$ cat src/rtl/i2s_pkg.sv
// -----------------------------------------------------------------------------
// i2s_pkg
//   Definitions shared by the I2S receiver and the 16-bit I2S master
//   transmitter: default word/slot geometry, the lrclk channel encoding and
//   the receiver framing-state encoding.
//
//   Contents:
//     I2S_DATA_W  default audio bits kept per channel
//     I2S_SLOT_W  default bclk periods per channel half-frame
//     LEFT/RIGHT  lrclk level selecting each channel
//     ST_*        receiver framing states
// -----------------------------------------------------------------------------
package i2s_pkg;

    localparam int I2S_DATA_W = 16;
    localparam int I2S_SLOT_W = 32;

    localparam logic LEFT  = 1'b0;
    localparam logic RIGHT = 1'b1;

    localparam logic [1:0] ST_SEEK  = 2'd0;
    localparam logic [1:0] ST_CAP_L = 2'd1;
    localparam logic [1:0] ST_CAP_R = 2'd2;

endpackage

$ cat src/rtl/i2s_rx_sync_edge.sv
// -----------------------------------------------------------------------------
// sync_edge
//   Two-flop synchronizer for an asynchronous clock-like input, followed by a
//   third flop used to detect its rising edge in the clk domain.
//
//   Ports:
//     clk    in   system clock
//     rst_n  in   asynchronous active-low reset
//     din    in   asynchronous input
//     rise   out  one-clk pulse when the synchronized input goes 0 -> 1
// -----------------------------------------------------------------------------
module sync_edge (
    input  logic clk,
    input  logic rst_n,
    input  logic din,
    output logic rise
);

    logic s1_p0;
    logic s2_p1;
    logic s3_p2;

    always_ff @(posedge clk or negedge rst_n) begin
        if (!rst_n) begin
            s1_p0 <= 1'b0;
            s2_p1 <= 1'b0;
            s3_p2 <= 1'b0;
        end else begin
            s1_p0 <= din;
            s2_p1 <= s1_p0;
            s3_p2 <= s2_p1;
        end
    end

    assign rise = s2_p1 & ~s3_p2;

endmodule

$ cat src/rtl/i2s_rx.sv
// -----------------------------------------------------------------------------
// i2s_rx
//   I2S slave receiver. Oversamples an externally driven bclk/lrclk/sdata
//   triple in the clk domain (clk >= 4x bclk) and emits one parallel
//   left/right sample pair per lrclk frame.
//
//   Parameters:
//     DATA_W  audio bits kept per channel, MSB first (DATA_W <= SLOT_W-1)
//     SLOT_W  nominal bclk periods per channel half-frame
//
//   Ports:
//     clk          in   system clock
//     rst_n        in   asynchronous active-low reset
//     audio_bclk   in   serial bit clock (asynchronous)
//     audio_lrclk  in   word select, 0 = left, 1 = right
//     audio_sdata  in   serial data, MSB one bclk after the lrclk change
//     out_ldata    out  left sample of the last complete frame
//     out_rdata    out  right sample of the last complete frame
//     out_valid    out  one-clk pulse when out_ldata/out_rdata update
//     frame_err    out  one-clk pulse on a framing violation
//     locked       out  high while capturing (CAP_L / CAP_R)
// -----------------------------------------------------------------------------
module i2s_rx
    import i2s_pkg::*;
#(
    parameter int DATA_W = I2S_DATA_W,
    parameter int SLOT_W = I2S_SLOT_W
) (
    input  logic              clk,
    input  logic              rst_n,
    input  logic              audio_bclk,
    input  logic              audio_lrclk,
    input  logic              audio_sdata,
    output logic [DATA_W-1:0] out_ldata,
    output logic [DATA_W-1:0] out_rdata,
    output logic              out_valid,
    output logic              frame_err,
    output logic              locked
);

    localparam int CNT_W = $clog2(SLOT_W + 1);
    localparam logic [CNT_W-1:0] CNT_DATA = CNT_W'(DATA_W);
    localparam logic [CNT_W-1:0] CNT_LSB  = CNT_W'(DATA_W - 1);
    localparam logic [CNT_W-1:0] CNT_LAST = CNT_W'(SLOT_W - 1);
    localparam logic [CNT_W-1:0] CNT_MAX  = CNT_W'(SLOT_W);

    function automatic logic [CNT_W-1:0] sat_inc(input logic [CNT_W-1:0] v);
        return (v >= CNT_MAX) ? CNT_MAX : v + CNT_W'(1);
    endfunction

    // ---- stage p0/p1: input synchronizers ---------------------------------
    // lrclk and sdata go through the same two-flop depth as bclk, so on a
    // bclk_rise cycle they show the pin levels sampled together with bclk = 1.
    logic bclk_rise;
    logic lr_p0, lr_p1;
    logic sd_p0, sd_p1;

    sync_edge u_bclk_sync (
        .clk   (clk),
        .rst_n (rst_n),
        .din   (audio_bclk),
        .rise  (bclk_rise)
    );

    always_ff @(posedge clk or negedge rst_n) begin
        if (!rst_n) begin
            lr_p0 <= 1'b0;
            lr_p1 <= 1'b0;
            sd_p0 <= 1'b0;
            sd_p1 <= 1'b0;
        end else begin
            lr_p0 <= audio_lrclk;
            lr_p1 <= lr_p0;
            sd_p0 <= audio_sdata;
            sd_p1 <= sd_p0;
        end
    end

    // ---- stage p2: framing FSM and shift register -------------------------
    logic [1:0]        state, state_nxt;
    logic [CNT_W-1:0]  bit_cnt, cnt_nxt;
    logic [DATA_W-1:0] shift_p2, shift_nxt;
    logic [DATA_W-1:0] left_hold, hold_nxt;
    logic              lr_prev, lr_prev_nxt;
    logic              vld_p2;
    logic              done;
    logic              err;

    always_comb begin
        state_nxt   = state;
        cnt_nxt     = bit_cnt;
        shift_nxt   = shift_p2;
        hold_nxt    = left_hold;
        lr_prev_nxt = lr_prev;
        done        = 1'b0;
        err         = 1'b0;

        if (bclk_rise) begin
            if (lr_p1 != lr_prev) begin
                // Delay slot: carries the previous word's LSB, never stored.
                lr_prev_nxt = lr_p1;
                cnt_nxt     = '0;
                case (state)
                    ST_SEEK: begin
                        if (lr_p1 == LEFT) state_nxt = ST_CAP_L;
                    end
                    ST_CAP_L, ST_CAP_R: begin
                        if (bit_cnt >= CNT_DATA) begin
                            state_nxt = (lr_p1 == LEFT) ? ST_CAP_L : ST_CAP_R;
                        end else begin
                            // Short word. A left delay slot is still a valid
                            // frame start, so relock on it straight away.
                            err       = 1'b1;
                            state_nxt = (lr_p1 == LEFT) ? ST_CAP_L : ST_SEEK;
                        end
                    end
                    default: state_nxt = ST_SEEK;
                endcase
            end else if (state == ST_CAP_L || state == ST_CAP_R) begin
                cnt_nxt = sat_inc(bit_cnt);
                if (bit_cnt >= CNT_LAST) begin
                    // lrclk failed to toggle within the slot.
                    err       = 1'b1;
                    state_nxt = ST_SEEK;
                end
                if (bit_cnt < CNT_DATA) begin
                    shift_nxt = {shift_p2[DATA_W-2:0], sd_p1};
                    if (bit_cnt == CNT_LSB) begin
                        if (state == ST_CAP_L) hold_nxt = shift_nxt;
                        else                   done     = 1'b1;
                    end
                end
            end
        end
    end

    always_ff @(posedge clk or negedge rst_n) begin
        if (!rst_n) begin
            state     <= ST_SEEK;
            bit_cnt   <= '0;
            shift_p2  <= '0;
            left_hold <= '0;
            lr_prev   <= RIGHT;
            vld_p2    <= 1'b0;
        end else begin
            state     <= state_nxt;
            bit_cnt   <= cnt_nxt;
            shift_p2  <= shift_nxt;
            left_hold <= hold_nxt;
            lr_prev   <= lr_prev_nxt;
            vld_p2    <= done;
        end
    end

    // ---- stage p3: output register ----------------------------------------
    // shift_p2 cannot move in the cycle after done: the next bclk_rise is at
    // least four clk cycles away.
    always_ff @(posedge clk or negedge rst_n) begin
        if (!rst_n) begin
            out_ldata <= '0;
            out_rdata <= '0;
            out_valid <= 1'b0;
            frame_err <= 1'b0;
        end else begin
            out_valid <= vld_p2;
            frame_err <= err;
            if (vld_p2) begin
                out_ldata <= left_hold;
                out_rdata <= shift_p2;
            end
        end
    end

    assign locked = (state == ST_CAP_L) || (state == ST_CAP_R);

endmodule

$ cat config.mk
export PLATFORM = sky130hd
export DESIGN_NAME = i2s_rx
export DESIGN_NICKNAME = d
export VERILOG_FILES = /design/src/rtl/i2s_pkg.sv /design/src/rtl/i2s_rx_sync_edge.sv /design/src/rtl/i2s_rx.sv
export SDC_FILE = /design/constraint.sdc
export NUM_CORES = 1
export LEC_CHECK = 0
export ABC_AREA = 1
export BUFFER_PORTS_ARGS = -buffer_cell sky130_fd_sc_hd__buf_2
export CORE_AREA = 5 5 125 79
export DETAILED_ROUTE_END_ITERATION = 16
export DIE_AREA = 0 0 130 84
export SYNTH_ARGS = -nofsm -noshare
export SYNTH_HDL_FRONTEND = slang
export SYNTH_SLANG_ARGS = --single-unit
$ cat constraint.sdc
create_clock -name clk -period 4.6 [get_ports clk]
set_input_delay 0.46 -clock clk [delete_from_list [all_inputs] [get_ports clk]]
set_output_delay 0.46 -clock clk [all_outputs]
set_load 0.02 [all_outputs]
==> results by group, run 1 <==
Timing
  • Hold slack: 0.234 ns
  • Layout Skew: 0.00545 ns
  • Least-Margin Pin Slew: 1.03 ns
  • Fin Setup TNS: 0 ns
  • Period Utilization, post-route: 46.9%
  • Setup repair after global routing missed its margin: false
  • Peak clock frequency supported by timing: 463 MHz
  • Setup-violating endpoint count in the final report: 0
  • Final max-slew violation count: 0
  • Worst slew margin relative to its limit: 31.3%
  • Shortest clock period the worst path allows after layout: 2.16 ns
  • Final number of hold-violating endpoints: 0

CTS
  • # hold bufs at CTS: 0
  • Clock slew seen by the registers of the worst setup and hold paths: 0.06 ns
  • # Post-CTS Setup Buffers: 0
  • Later-pin clock latency in the skew report: 0.33 ns
  • CTS root buffer: sky130_fd_sc_hd__clkbuf_16
  • H-tree lvl count: 3
  • CTS tree: yes
  • Number of clock buffers inserted by TritonCTS: 9
  • Buffer depth of the longest clock path: 2
  • Number of gates resized after CTS: 0
  • Number of clock sinks seen by CTS: 83

Die
  • Site row count: 27
  • Area of the core: 8780 sq um
  • Die W: 130 um
  • Die extent in y: 84 um
  • Floorplan die area: 10900 sq um
  • Starting density of the core: 38.1%
  • I/O pin total: 40

Placement
  • Routability congestion estimate from global placement: 0.857
  • Post-DP HPWL: 3950 um
  • # placed instances: 448
  • Port buffer count: 39

Job
  • Max-capacitance violation count: 0

Critical path
  • Critical path data arrival time: 2.35 ns
  • Req. time, crit path: 4.79 ns
  • Nature of the critical path startpoint: register
  • Worst Path Max Fanout: 32
  • Sort of element at the end of the critical path: register
  • Setup slack of the worst register-to-register path: 2.44 ns
  • Crit Path Category: reg2reg

Layout
  • Number of nets in the layout: 354
  • Non-filler instance count after layout: 462
  • Ratio of cells with drive above 1 in the final layout: 31.5%
  • Number of antenna cells inserted: 0
  • Count of filler cells inserted in the layout: 861
  • Synth-to-layout area growth: 16.4%

Synthesis
  • Count of mapped cells out of synthesis: 303
  • Post-synthesis cell type count: 23
  • Area of the mapped netlist: 3350 sq um
  • Number of warnings issued by yosys: 0
  • Area share of the largest cell type after synthesis: 61.3%
  • Cell types occupying the most area after synthesis: sky130_fd_sc_hd__dfrtp_1 (61%), sky130_fd_sc_hd__mux2_2 (5.7%), sky130_fd_sc_hd__o21ai_2 (4.2%)
  • Most area-hungry cell type in the Yosys netlist: sky130_fd_sc_hd__dfrtp_1
  • Synthesized area divided by synthesized cell count: 11.0 sq um
  • FF+latch count, synth: 83
  • Sequential cell area fraction in the yosys report: 62.1%
  • Synthesized net count: 314

Route
  • Drt first-iter violations: 124
  • Final routed wire length divided by cell count: 13.1 um
  • Routed Wire Length: 6040 um
  • DR vias/cell: 4.60
  • Overall via count from detail_route: 2127
  • Residual antenna-violating net count after detailed routing: 0
  • Drt drc: 0
  • Number of iterations in the first detailed-routing pass: 4

Power and ir drop
  • Total Power: 1.66 mW
  • LEAKAGE: 1.96 nW
  • Highest ir drop seen on vdd: 0.199 mV
  • Power per unit of standard cell area: 425 nW/um^2

Global routing
  • First-pass GRT wire length: 10500 um
  • Initial antenna violation count: 0
  • Pin count of the biggest net entering global routing: 84
  • Total Routing Usage GR: 12.5%
  • Remaining Overflow, GRT: 0
  • Number of global-route vias before repair: 2130

Worst hold path
  • Worst min path class: in2reg

Outcome
  • Status: finished, final reports clean
-- cell usage in the layout (no fill, tap or decap) --
| cell type | instances |
|---|---|
| sky130_fd_sc_hd__dfrtp_1 | 82 |
| sky130_fd_sc_hd__nor2_2 | 2 |
| sky130_fd_sc_hd__clkbuf_8 | 1 |
| sky130_fd_sc_hd__nor3_1 | 1 |
| sky130_fd_sc_hd__a21oi_1 | 17 |
| sky130_fd_sc_hd__bufinv_16 | 1 |
| sky130_fd_sc_hd__nand3_1 | 4 |
| sky130_fd_sc_hd__nand2_2 | 17 |
| sky130_fd_sc_hd__dfstp_2 | 1 |
| sky130_fd_sc_hd__buf_4 | 2 |
| sky130_fd_sc_hd__clkbuf_1 | 2 |
| sky130_fd_sc_hd__inv_2 | 1 |
| sky130_fd_sc_hd__clkinvlp_4 | 1 |
| sky130_fd_sc_hd__mux2_2 | 17 |
| sky130_fd_sc_hd__buf_2 | 38 |
| sky130_fd_sc_hd__inv_1 | 36 |
| sky130_fd_sc_hd__nand2_1 | 37 |
| sky130_fd_sc_hd__a21oi_2 | 1 |
| sky130_fd_sc_hd__o21ai_2 | 16 |
| sky130_fd_sc_hd__nor2_1 | 23 |
| sky130_fd_sc_hd__o21ai_1 | 16 |
| sky130_fd_sc_hd__nor2_4 | 2 |
| sky130_fd_sc_hd__clkbuf_16 | 9 |
| sky130_fd_sc_hd__nand4_1 | 3 |
| sky130_fd_sc_hd__o211ai_1 | 1 |
| sky130_fd_sc_hd__o21ai_0 | 9 |
| sky130_fd_sc_hd__ha_1 | 6 |
-- synth_stat cells --
library cell and instances:
sky130_fd_sc_hd__nor3_1 1, sky130_fd_sc_hd__inv_2 1, sky130_fd_sc_hd__nand2_2 17, sky130_fd_sc_hd__o211ai_1 1, sky130_fd_sc_hd__nand2_1 37, sky130_fd_sc_hd__ha_1 6
sky130_fd_sc_hd__clkbuf_1 1, sky130_fd_sc_hd__buf_2 5, sky130_fd_sc_hd__buf_6 5, sky130_fd_sc_hd__a21oi_1 17, sky130_fd_sc_hd__nand3_1 4, sky130_fd_sc_hd__nand4_1 3
sky130_fd_sc_hd__o21ai_2 16, sky130_fd_sc_hd__o21ai_1 16, sky130_fd_sc_hd__nor2_2 2, sky130_fd_sc_hd__nor2_1 23, sky130_fd_sc_hd__a21oi_2 1, sky130_fd_sc_hd__inv_1 36
sky130_fd_sc_hd__dfstp_2 1, sky130_fd_sc_hd__mux2_2 17, sky130_fd_sc_hd__dfrtp_1 82, sky130_fd_sc_hd__nor2_4 2, sky130_fd_sc_hd__o21ai_0 9
-- critical path: stages (launching register included) --
cell and delay (ns):
sky130_fd_sc_hd__dfstp_2 0.52, sky130_fd_sc_hd__inv_1 0.04, sky130_fd_sc_hd__ha_1 0.34, sky130_fd_sc_hd__nand2_1 0.10
sky130_fd_sc_hd__nor2_1 0.15, sky130_fd_sc_hd__nand2_2 0.53, sky130_fd_sc_hd__nand2_1 0.25, sky130_fd_sc_hd__o21ai_2 0.07
-- through the flow --
| stage | utilization, % | cell area, sq um | setup slack (ns) |
|---|---|---|---|
| 2_1_floorplan | - | 3350 | 3.00 |
| 3_3_place_gp | 41.1 | 3610 | 2.54 |
| 3_5_place_dp | 41.1 | 3610 | 2.47 |
| 4_1_cts | 44.3 | 3890 | 2.43 |
| 5_1_grt | 44.3 | 3890 | 2.22 |
| 6_report | 44.3 | 3890 | 2.44 |
-- worst paths after layout --
| check | startpoint | end | depth (start not counted) |
|---|---|---|---|
| worst max-delay path | lr_prev$_DFFE_PN1P_ | left_hold[3]$_DFFE_PN0P_ | 7 |
| min in group asynchronous | rst_n | out_rdata[4]$_DFFE_PN0P_ | 1 |
| worst max register to register | lr_prev$_DFFE_PN1P_ | left_hold[3]$_DFFE_PN0P_ | 7 |
| worst min-delay path | audio_sdata | sd_p0$_DFF_PN0_ | 1 |
| worst min register to register | lr_p0$_DFF_PN0_ | lr_p1$_DFF_PN0_ | 0 |
| max in group asynchronous | rst_n | left_hold[0]$_DFFE_PN0P_ | 1 |
-- cells by family (layout without fill, tap and decap cells) --
group | after synthesis | in the layout | synth area share (%)
flops | 83 | 83 | 62.1
compound gates | 60 | 60 | 11.0
simple gates | 89 | 89 | 12.3
buf+inv | 48 | 91 | 6.69
mux | 17 | 17 | 5.72
fa+ha+maj | 6 | 6 | 2.24
-- cell type report --
cell class | instances | area [sq um] | share of cell area, %
Sequential cell | 83 | 2080 | 53.4
Clock inverter | 2 | 37.5 | 0.964
Multi-Input combinational cell | 172 | 1040 | 26.8
Inverter | 37 | 139 | 3.57
Tap cell | 116 | 145 | 3.73
Clock buffer | 12 | 246 | 6.33
Timing Repair Buffer | 40 | 205 | 5.27
-- report_power, final --
part | internal, mW | total [mW] | switching (mW)
Sequential | 0.768 | 0.791 | 0.0223
Clock | 0.429 | 0.692 | 0.263
Combinational | 0.0489 | 0.174 | 0.125
-- sequential cells by signal (all words and copies together) (netlist names) --
signal and flops:
u_bclk_sync.s3_p2 1, lr_p0 1, out_ldata 16, u_bclk_sync.s1_p0 1
out_rdata 16, shift_p2 16, left_hold 16, lr_p1 1
state 2, sd_p0 1, u_bclk_sync.s2_p1 1, bit_cnt 6
frame_err 1, sd_p1 1, lr_prev 1, vld_p2 1
out_valid 1
-- per-layer routing --
layer | global-route usage, % | wire [um] | vias up | part of all wire [%]
met1 | 17.6 | 3040 | 1017 | 50
met4 | 5.38 | 100 | 0 | 1.7
met5 | 0 | 0 | - | 0
met3 | 4.41 | 325 | 9 | 5.4
met2 | 17.2 | 2580 | 49 | 43
li1 | - | - | 1052 | -
No activity file was read; power rests on OpenSTA's default activity.
==> run 2, diff against run 1 <==
==> constraint.sdc (replaced) <==
create_clock -name clk -period 1.8 [get_ports clk]
set_input_delay 0.18 -clock clk [delete_from_list [all_inputs] [get_ports clk]]
set_output_delay 0.18 -clock clk [all_outputs]
set_load 0.02 [all_outputs]
==> run 2 against run 1 <==
Net effect: total power grew to 2.7 times the previous value; combinational power rose to 2.9 times the previous value; global-route usage is 0.48 points lower; maximum frequency rose by 27%; final area rose by 4.7%; register-to-register slack worse by 2.3 ns; worst hold slack better by 0.11 ns; clock power grew to 2.9 times the previous value; wire length shrank 0.56%; worst setup slack lost 2.3 ns; count of clock-buffer cells in the layout is the same; via count grew 0.14%; critical path type unchanged.
==> results by group, run 2 (synthesis gave the netlist of run 1 again) <==
Placement
  • Dpl ws: 0.0126 ns (-2.46 ns)
  • # placed instances: 453 (+1.1%)
  • Routability congestion estimate from global placement: 0.797 (-7.0%)
  • Placed Instance Area: 3690 sq um (+2.1%)
  • Port buffer count: 39 (unchanged)
  • Post-DP HPWL: 3990 um (+0.98%)

Die
  • Area of the core: 8780 sq um (unchanged)
  • Die extent in y: 84 um (unchanged)
  • Die W: 130 um (unchanged)
  • Site row count: 27 (unchanged)
  • I/O pin total: 40 (unchanged)
  • Starting density of the core: 38.1% (unchanged)
  • Floorplan die area: 10900 sq um (unchanged)

Route
  • Routed Wire Length: 6010 um (-0.56%)
  • DR vias/cell: 4.50 (-2.2%)
  • Residual antenna-violating net count after detailed routing: 0 (unchanged)
  • Drt drc: 0 (unchanged)
  • Number of iterations in the first detailed-routing pass: 4 (unchanged)
  • Overall via count from detail_route: 2130 (+0.14%)
  • Final routed wire length divided by cell count: 12.7 um (-2.9%)
  • Drt first-iter violations: 141 (+14%)

Job
  • Max-capacitance violation count: 0 (unchanged)

Timing
  • Worst slew margin relative to its limit: 65.0% (+34 points)
  • Peak clock frequency supported by timing: 588 MHz (+27%)
  • Final WS setup: 0.0989 ns (-2.34 ns)
  • Setup repair after global routing missed its margin: false
  • Setup-violating endpoint count in the final report: 0 (unchanged)
  • Period Utilization, post-route: 94.5% (+48 points)
  • Shortest clock period the worst path allows after layout: 1.70 ns (-0.457 ns)
  • Least-Margin Pin Slew: 0.525 ns (-0.506 ns)
  • Final max-slew violation count: 0 (unchanged)
  • Final number of hold-violating endpoints: 0 (unchanged)
  • Fin Setup TNS: 0 ns (unchanged)
  • Layout Skew: 0.00526 ns (-0.000194 ns)

Global routing
  • Pin count of the biggest net entering global routing: 42 (-50%)
  • Remaining Overflow, GRT: 0 (unchanged)
  • First-pass GRT wire length: 10200 um (-2.9%)
  • Initial antenna violation count: 0 (unchanged)
  • Number of global-route vias before repair: 2050 (-3.8%)
  • Total Routing Usage GR: 12.0% (-0.48 points)

Critical path
  • Cell type with the highest occurrence count on the critical path: sky130_fd_sc_hd__nand2_1
  • Worst Path Max Fanout: 32 (unchanged)
  • Series of cell instances along the critical path: inv_1, ha_2, nand2_1, nor2_1, nand2_2, buf_12, nand2_1, o21ai_2
  • Crit Path Category: reg2reg
  • Req. time, crit path: 2.02 ns (-2.77 ns)
  • Nature of the critical path startpoint: register
  • Sort of element at the end of the critical path: register
  • Slowest stage delay, CP: 0.53 ns (about the same)
  • Crit-path slowest cell: sky130_fd_sc_hd__dfstp_2
  • Critical path data arrival time: 1.92 ns (-0.43 ns)

CTS
  • Clock slew seen by the registers of the worst setup and hold paths: 0.06 ns (about the same)
  • CTS tree: yes
  • Buffer depth of the longest clock path: 2 (unchanged)
  • Number of clock sinks seen by CTS: 83 (unchanged)
  • # Post-CTS Setup Buffers: 0 (unchanged)
  • Later-pin clock latency in the skew report: 0.33 ns (about the same)
  • Number of clock buffers inserted by TritonCTS: 9 (unchanged)
  • H-tree lvl count: 3 (unchanged)
  • CTS root buffer: sky130_fd_sc_hd__clkbuf_16

Layout
  • Number of nets in the layout: 363 (+2.5%)
  • Number of antenna cells inserted: 0 (unchanged)
  • Synth-to-layout area growth: 21.9%
  • Ratio of cells with drive above 1 in the final layout: 33.9% (+2.4 points)
  • Most used cells in the layout excluding fill and tap cells: sky130_fd_sc_hd__dfrtp_1 (82), sky130_fd_sc_hd__buf_2 (38), sky130_fd_sc_hd__inv_1 (36), sky130_fd_sc_hd__nand2_1 (36), sky130_fd_sc_hd__nor2_1 (22)
  • Non-filler instance count after layout: 473 (+2.4%)
  • Post-route cell area: 4080 sq um (+4.7%)
  • Most common cell after layout, fill and taps aside: sky130_fd_sc_hd__dfrtp_1

Outcome
  • Status: finished, final reports clean

Power and ir drop
  • Highest ir drop seen on vdd: 0.523 mV (+160%)
  • Power per unit of standard cell area: 1110 nW/um^2 (+160%)
  • LEAKAGE: 2.05 nW (+4.3%)

Worst hold path
  • Worst min path class: reg2reg
-- run 2: cell types whose count changed in the layout (fill, tap and decap cells not counted), sizes merged --
| cell | change |
|---|---|
| bufinv | +1 |
| buf | +5 |
| clkinv | +1 |
| dlygate4sd3 | +4 |
-- run 2: path summary, 6_finish.rpt --
kind	from	endpoint	slack, ns	cells after the start
worst max-delay path	lr_prev$_DFFE_PN1P_	left_hold[2]$_DFFE_PN0P_	0.1	8
worst min-delay path	lr_p0$_DFF_PN0_	lr_p1$_DFF_PN0_	0.35	0
worst max register to register	lr_prev$_DFFE_PN1P_	left_hold[2]$_DFFE_PN0P_	0.1	8
worst min register to register	lr_p0$_DFF_PN0_	lr_p1$_DFF_PN0_	0.35	0
max in group asynchronous	rst_n	shift_p2[0]$_DFFE_PN0P_	0.81	3
min in group asynchronous	rst_n	out_ldata[13]$_DFFE_PN0P_	0.37	2
-- run 2: metal layers --
| layer | vias up | global-route usage (%) | routed length, um | share of wire, % |
|---|---|---|---|---|
| li1 | 1073 | - | - | - |
| met1 | 1010 | 17.8 | 3200 | 53 |
| met2 | 37 | 15.7 | 2450 | 41 |
| met3 | 10 | 4.60 | 272 | 4.5 |
| met4 | 0 | 4.25 | 83 | 1.4 |
| met5 | - | 0 | 0 | 0 |
-- run 2: repair_timing --
| action | 4_1_cts | 5_1_grt |
|---|---|---|
| hold endpoints to repair | 42 | 0 |
| gates resized for setup | 0 | 7 |
| endpoints found under the setup margin | 0 | 6 |
| hold buffers | 4 | 0 |
-- run 2: cell type report --
type,instances,area (sq um)
fillers,827,4700
flip-flops and latches,83,2080
repair buffers,49,320
multi-input cells,172,1070
clock inverters,4,72.6
inverters,37,139
well taps,116,145
clock buffers,12,256
-- run 2: power breakdown --
group / leakage (nW) / switching (mW) / internal, mW
registers: 1.14 / 0.0583 / 1.96
clock network: 0.159 / 0.710 / 1.29
logic: 0.752 / 0.350 / 0.161
-- run 2: critical path: cells and delay by family, from the launching register on --
| family | cells | cell delay [ns] |
|---|---|---|
| flip-flops | 1 | 0.53 |
| adder cells (fa/ha/maj) | 1 | 0.37 |
| buffers and inverters | 2 | 0.23 |
| AND/OR/NAND/NOR | 4 | 0.41 |
| AO/OA/AOI/OAI | 1 | 0.05 |
-- run 2: metrics by stage --
stage	hold WS (ns)	utilization (%)	power, mW
floorplan	-0.116	-	2.37
global placement	0.193	42.0	2.51
detailed placement	0.198	42.0	2.52
CTS	0.350	46.2	4.56
global route	0.358	46.4	4.74
finish	0.347	46.4	4.53
==> run 3, diff against run 2 <==
--- a/config.mk
+++ b/config.mk
@@ -10,6 +10,8 @@
 export CORE_AREA = 5 5 125 79
 export DETAILED_ROUTE_END_ITERATION = 16
 export DIE_AREA = 0 0 130 84
+export HOLD_SLACK_MARGIN = 0.02
+export RECOVER_POWER = 25
 export SYNTH_ARGS = -nofsm -noshare
 export SYNTH_HDL_FRONTEND = slang
 export SYNTH_SLANG_ARGS = --single-unit
==> run 3 against run 2 <==
Net effect: sequential power about the same; critical path depth unchanged; sequential share of layout area increased by 0.078 points.
==> results by group, run 3 (synthesis gave the netlist of run 1 again) <==
Route
  • Drt first-iter violations: 146 (+3.5%)
  • Overall via count from detail_route: 2131 (+0.047%)
  • Number of iterations in the first detailed-routing pass: 4 (unchanged)
  • DR vias/cell: 4.51 (about the same)
  • Final routed wire length divided by cell count: 12.7 um (-0.28%)
  • Routed Wire Length: 5990 um (-0.28%)
  • Residual antenna-violating net count after detailed routing: 0 (unchanged)
  • Drt drc: 0 (unchanged)

CTS
  • # Post-CTS Setup Buffers: 0 (unchanged)
  • Later-pin clock latency in the skew report: 0.33 ns (about the same)
  • Number of clock buffers inserted by TritonCTS: 9 (unchanged)
  • CTS tree: yes
  • CTS root buffer: sky130_fd_sc_hd__clkbuf_16
  • Clock slew seen by the registers of the worst setup and hold paths: 0.06 ns (about the same)
  • Number of clock sinks seen by CTS: 83 (unchanged)
  • Buffer depth of the longest clock path: 2 (unchanged)
  • H-tree lvl count: 3 (unchanged)

Timing
  • Peak clock frequency supported by timing: 588 MHz (about the same)
  • Setup-violating endpoint count in the final report: 0 (unchanged)
  • Fin Setup TNS: 0 ns (unchanged)
  • Setup repair after global routing missed its margin: false
  • Final number of hold-violating endpoints: 0 (unchanged)
  • Shortest clock period the worst path allows after layout: 1.70 ns (-0.00104 ns)
  • Final max-slew violation count: 0 (unchanged)
  • Least-Margin Pin Slew: 1.02 ns (+0.498 ns)
  • Layout Skew: 0.00526 ns (-0.000000140 ns)
  • Period Utilization, post-route: 94.4% (about the same)
  • Worst slew margin relative to its limit: 31.8% (-33 points)

Global routing
  • Pin count of the biggest net entering global routing: 42 (unchanged)
  • Remaining Overflow, GRT: 0 (unchanged)
  • Number of global-route vias before repair: 2050 (unchanged)
  • Initial antenna violation count: 0 (unchanged)
  • Total Routing Usage GR: 12.0% (unchanged)
  • First-pass GRT wire length: 10200 um (unchanged)

Power and ir drop
  • Highest ir drop seen on vdd: 0.523 mV (about the same)
  • Power per unit of standard cell area: 1110 nW/um^2 (+0.12%)
  • LEAKAGE: 2.04 nW (-0.24%)

Die
  • Die W: 130 um (unchanged)
  • I/O pin total: 40 (unchanged)
  • Area of the core: 8780 sq um (unchanged)
  • Starting density of the core: 38.1% (unchanged)
  • Floorplan die area: 10900 sq um (unchanged)
  • Site row count: 27 (unchanged)
  • Die extent in y: 84 um (unchanged)

Placement
  • Post-DP HPWL: 3990 um (unchanged)
  • Placed Instance Area: 3690 sq um (unchanged)
  • Routability congestion estimate from global placement: 0.797 (unchanged)
  • # placed instances: 453 (unchanged)
  • Port buffer count: 39 (unchanged)

Critical path
  • Crit Path Category: reg2reg
  • Req. time, crit path: 2.02 ns (about the same)
  • Series of cell instances along the critical path: inv_1, ha_2, nand2_1, nor2_1, nand2_2, buf_12, nand2_1, o21ai_2
  • Worst Path Max Fanout: 32 (unchanged)
  • Sort of element at the end of the critical path: register
  • Nature of the critical path startpoint: register
  • Critical path data arrival time: 1.92 ns (about the same)
  • Crit path buf inv count: 2 (unchanged)
  • Dominant delay contributor by cell family on the critical path: flip-flops
  • Crit-path slowest cell: sky130_fd_sc_hd__dfstp_2
  • Cell type with the highest occurrence count on the critical path: sky130_fd_sc_hd__nand2_1
  • Slowest stage delay, CP: 0.53 ns (about the same)

Job
  • Max-capacitance violation count: 0 (unchanged)

Layout
  • Ratio of cells with drive above 1 in the final layout: 33.6% (-0.28 points)
  • Most common cell after layout, fill and taps aside: sky130_fd_sc_hd__dfrtp_1
  • Number of antenna cells inserted: 0 (unchanged)
  • Count of filler cells inserted in the layout: 830 (+0.36%)
  • Number of nets in the layout: 363 (unchanged)
  • Most used cells in the layout excluding fill and tap cells: sky130_fd_sc_hd__dfrtp_1 (82), sky130_fd_sc_hd__buf_2 (38), sky130_fd_sc_hd__inv_1 (36), sky130_fd_sc_hd__nand2_1 (36), sky130_fd_sc_hd__nor2_1 (22)
  • Non-filler instance count after layout: 473 (unchanged)
  • Synth-to-layout area growth: 21.7%
  • Post-route cell area: 4070 sq um (-0.15%)

Worst hold path
  • Worst min path class: reg2reg

Outcome
  • Status: finished, final reports clean
## run 3: worst reg2reg max path: stages (launching register included)
cell                      delay (ns)
sky130_fd_sc_hd__dfstp_2        0.53
sky130_fd_sc_hd__inv_1          0.04
sky130_fd_sc_hd__ha_2           0.37
sky130_fd_sc_hd__nand2_1        0.09
sky130_fd_sc_hd__nor2_1         0.15
sky130_fd_sc_hd__nand2_2        0.08
sky130_fd_sc_hd__buf_12         0.19
sky130_fd_sc_hd__nand2_1        0.09
sky130_fd_sc_hd__o21ai_2        0.05
## run 3: per-layer routing
layer | vias to the layer above | track usage [%] | share of wire [%]
met4 | 0 | 4.25 | 1.4
met3 | 11 | 4.60 | 4.4
met1 | 1009 | 17.8 | 53
met5 | - | 0 | 0
li1 | 1075 | - | -
met2 | 36 | 15.7 | 41
## run 3: what timing repair did
| item | 4_1_cts | 5_1_grt |
|---|---|---|
| hold buffers | 4 | 0 |
| hold endpoints to repair | 42 | 0 |
| resized for setup | 0 | 7 |
| endpoints found under the setup margin | 0 | 6 |
## run 3: area by class of cell
cell class | count | area [sq um] | share of cell area (%)
Clock buffer | 12 | 256 | 6.30
Clock inverter | 4 | 72.6 | 1.78
Inverter | 37 | 139 | 3.41
Multi-Input combinational cell | 172 | 1070 | 26.2
Sequential cell | 83 | 2080 | 51.0
Tap cell | 116 | 145 | 3.56
Timing Repair Buffer | 49 | 314 | 7.71
## run 3: final timing paths
check                      slack [ns]  cells past startpoint                         to                start
max reg2reg                       0.1                      8   left_hold[2]$_DFFE_PN0P_  lr_prev$_DFFE_PN1P_
max                               0.1                      8   left_hold[2]$_DFFE_PN0P_  lr_prev$_DFFE_PN1P_
min                              0.35                      0            lr_p1$_DFF_PN0_      lr_p0$_DFF_PN0_
min in group asynchronous        0.56                      2  out_ldata[13]$_DFFE_PN0P_                rst_n
min reg2reg                      0.35                      0            lr_p1$_DFF_PN0_      lr_p0$_DFF_PN0_
max in group asynchronous        0.44                      3    shift_p2[0]$_DFFE_PN0P_                rst_n
## run 3: stage by stage
stage	power (mW)	hold slack, ns	setup WS, ns	utilization, %
global placement	2.51	0.193	0.0594	42.0
finish	4.53	0.347	0.0999	46.4
global route	4.74	0.358	0.00539	46.4
detailed placement	2.52	0.198	0.0126	42.0
floorplan	2.37	-0.116	0.201	-
CTS	4.56	0.350	0.000553	46.2
## run 3: where the power goes
group | internal [mW] | leakage (nW) | switching (mW) | total [mW]
registers | 1.96 | 1.14 | 0.0581 | 2.02
logic | 0.160 | 0.747 | 0.350 | 0.510
clock network | 1.29 | 0.159 | 0.709 | 2.00
total | 3.41 | 2.04 | 1.12 | 4.53
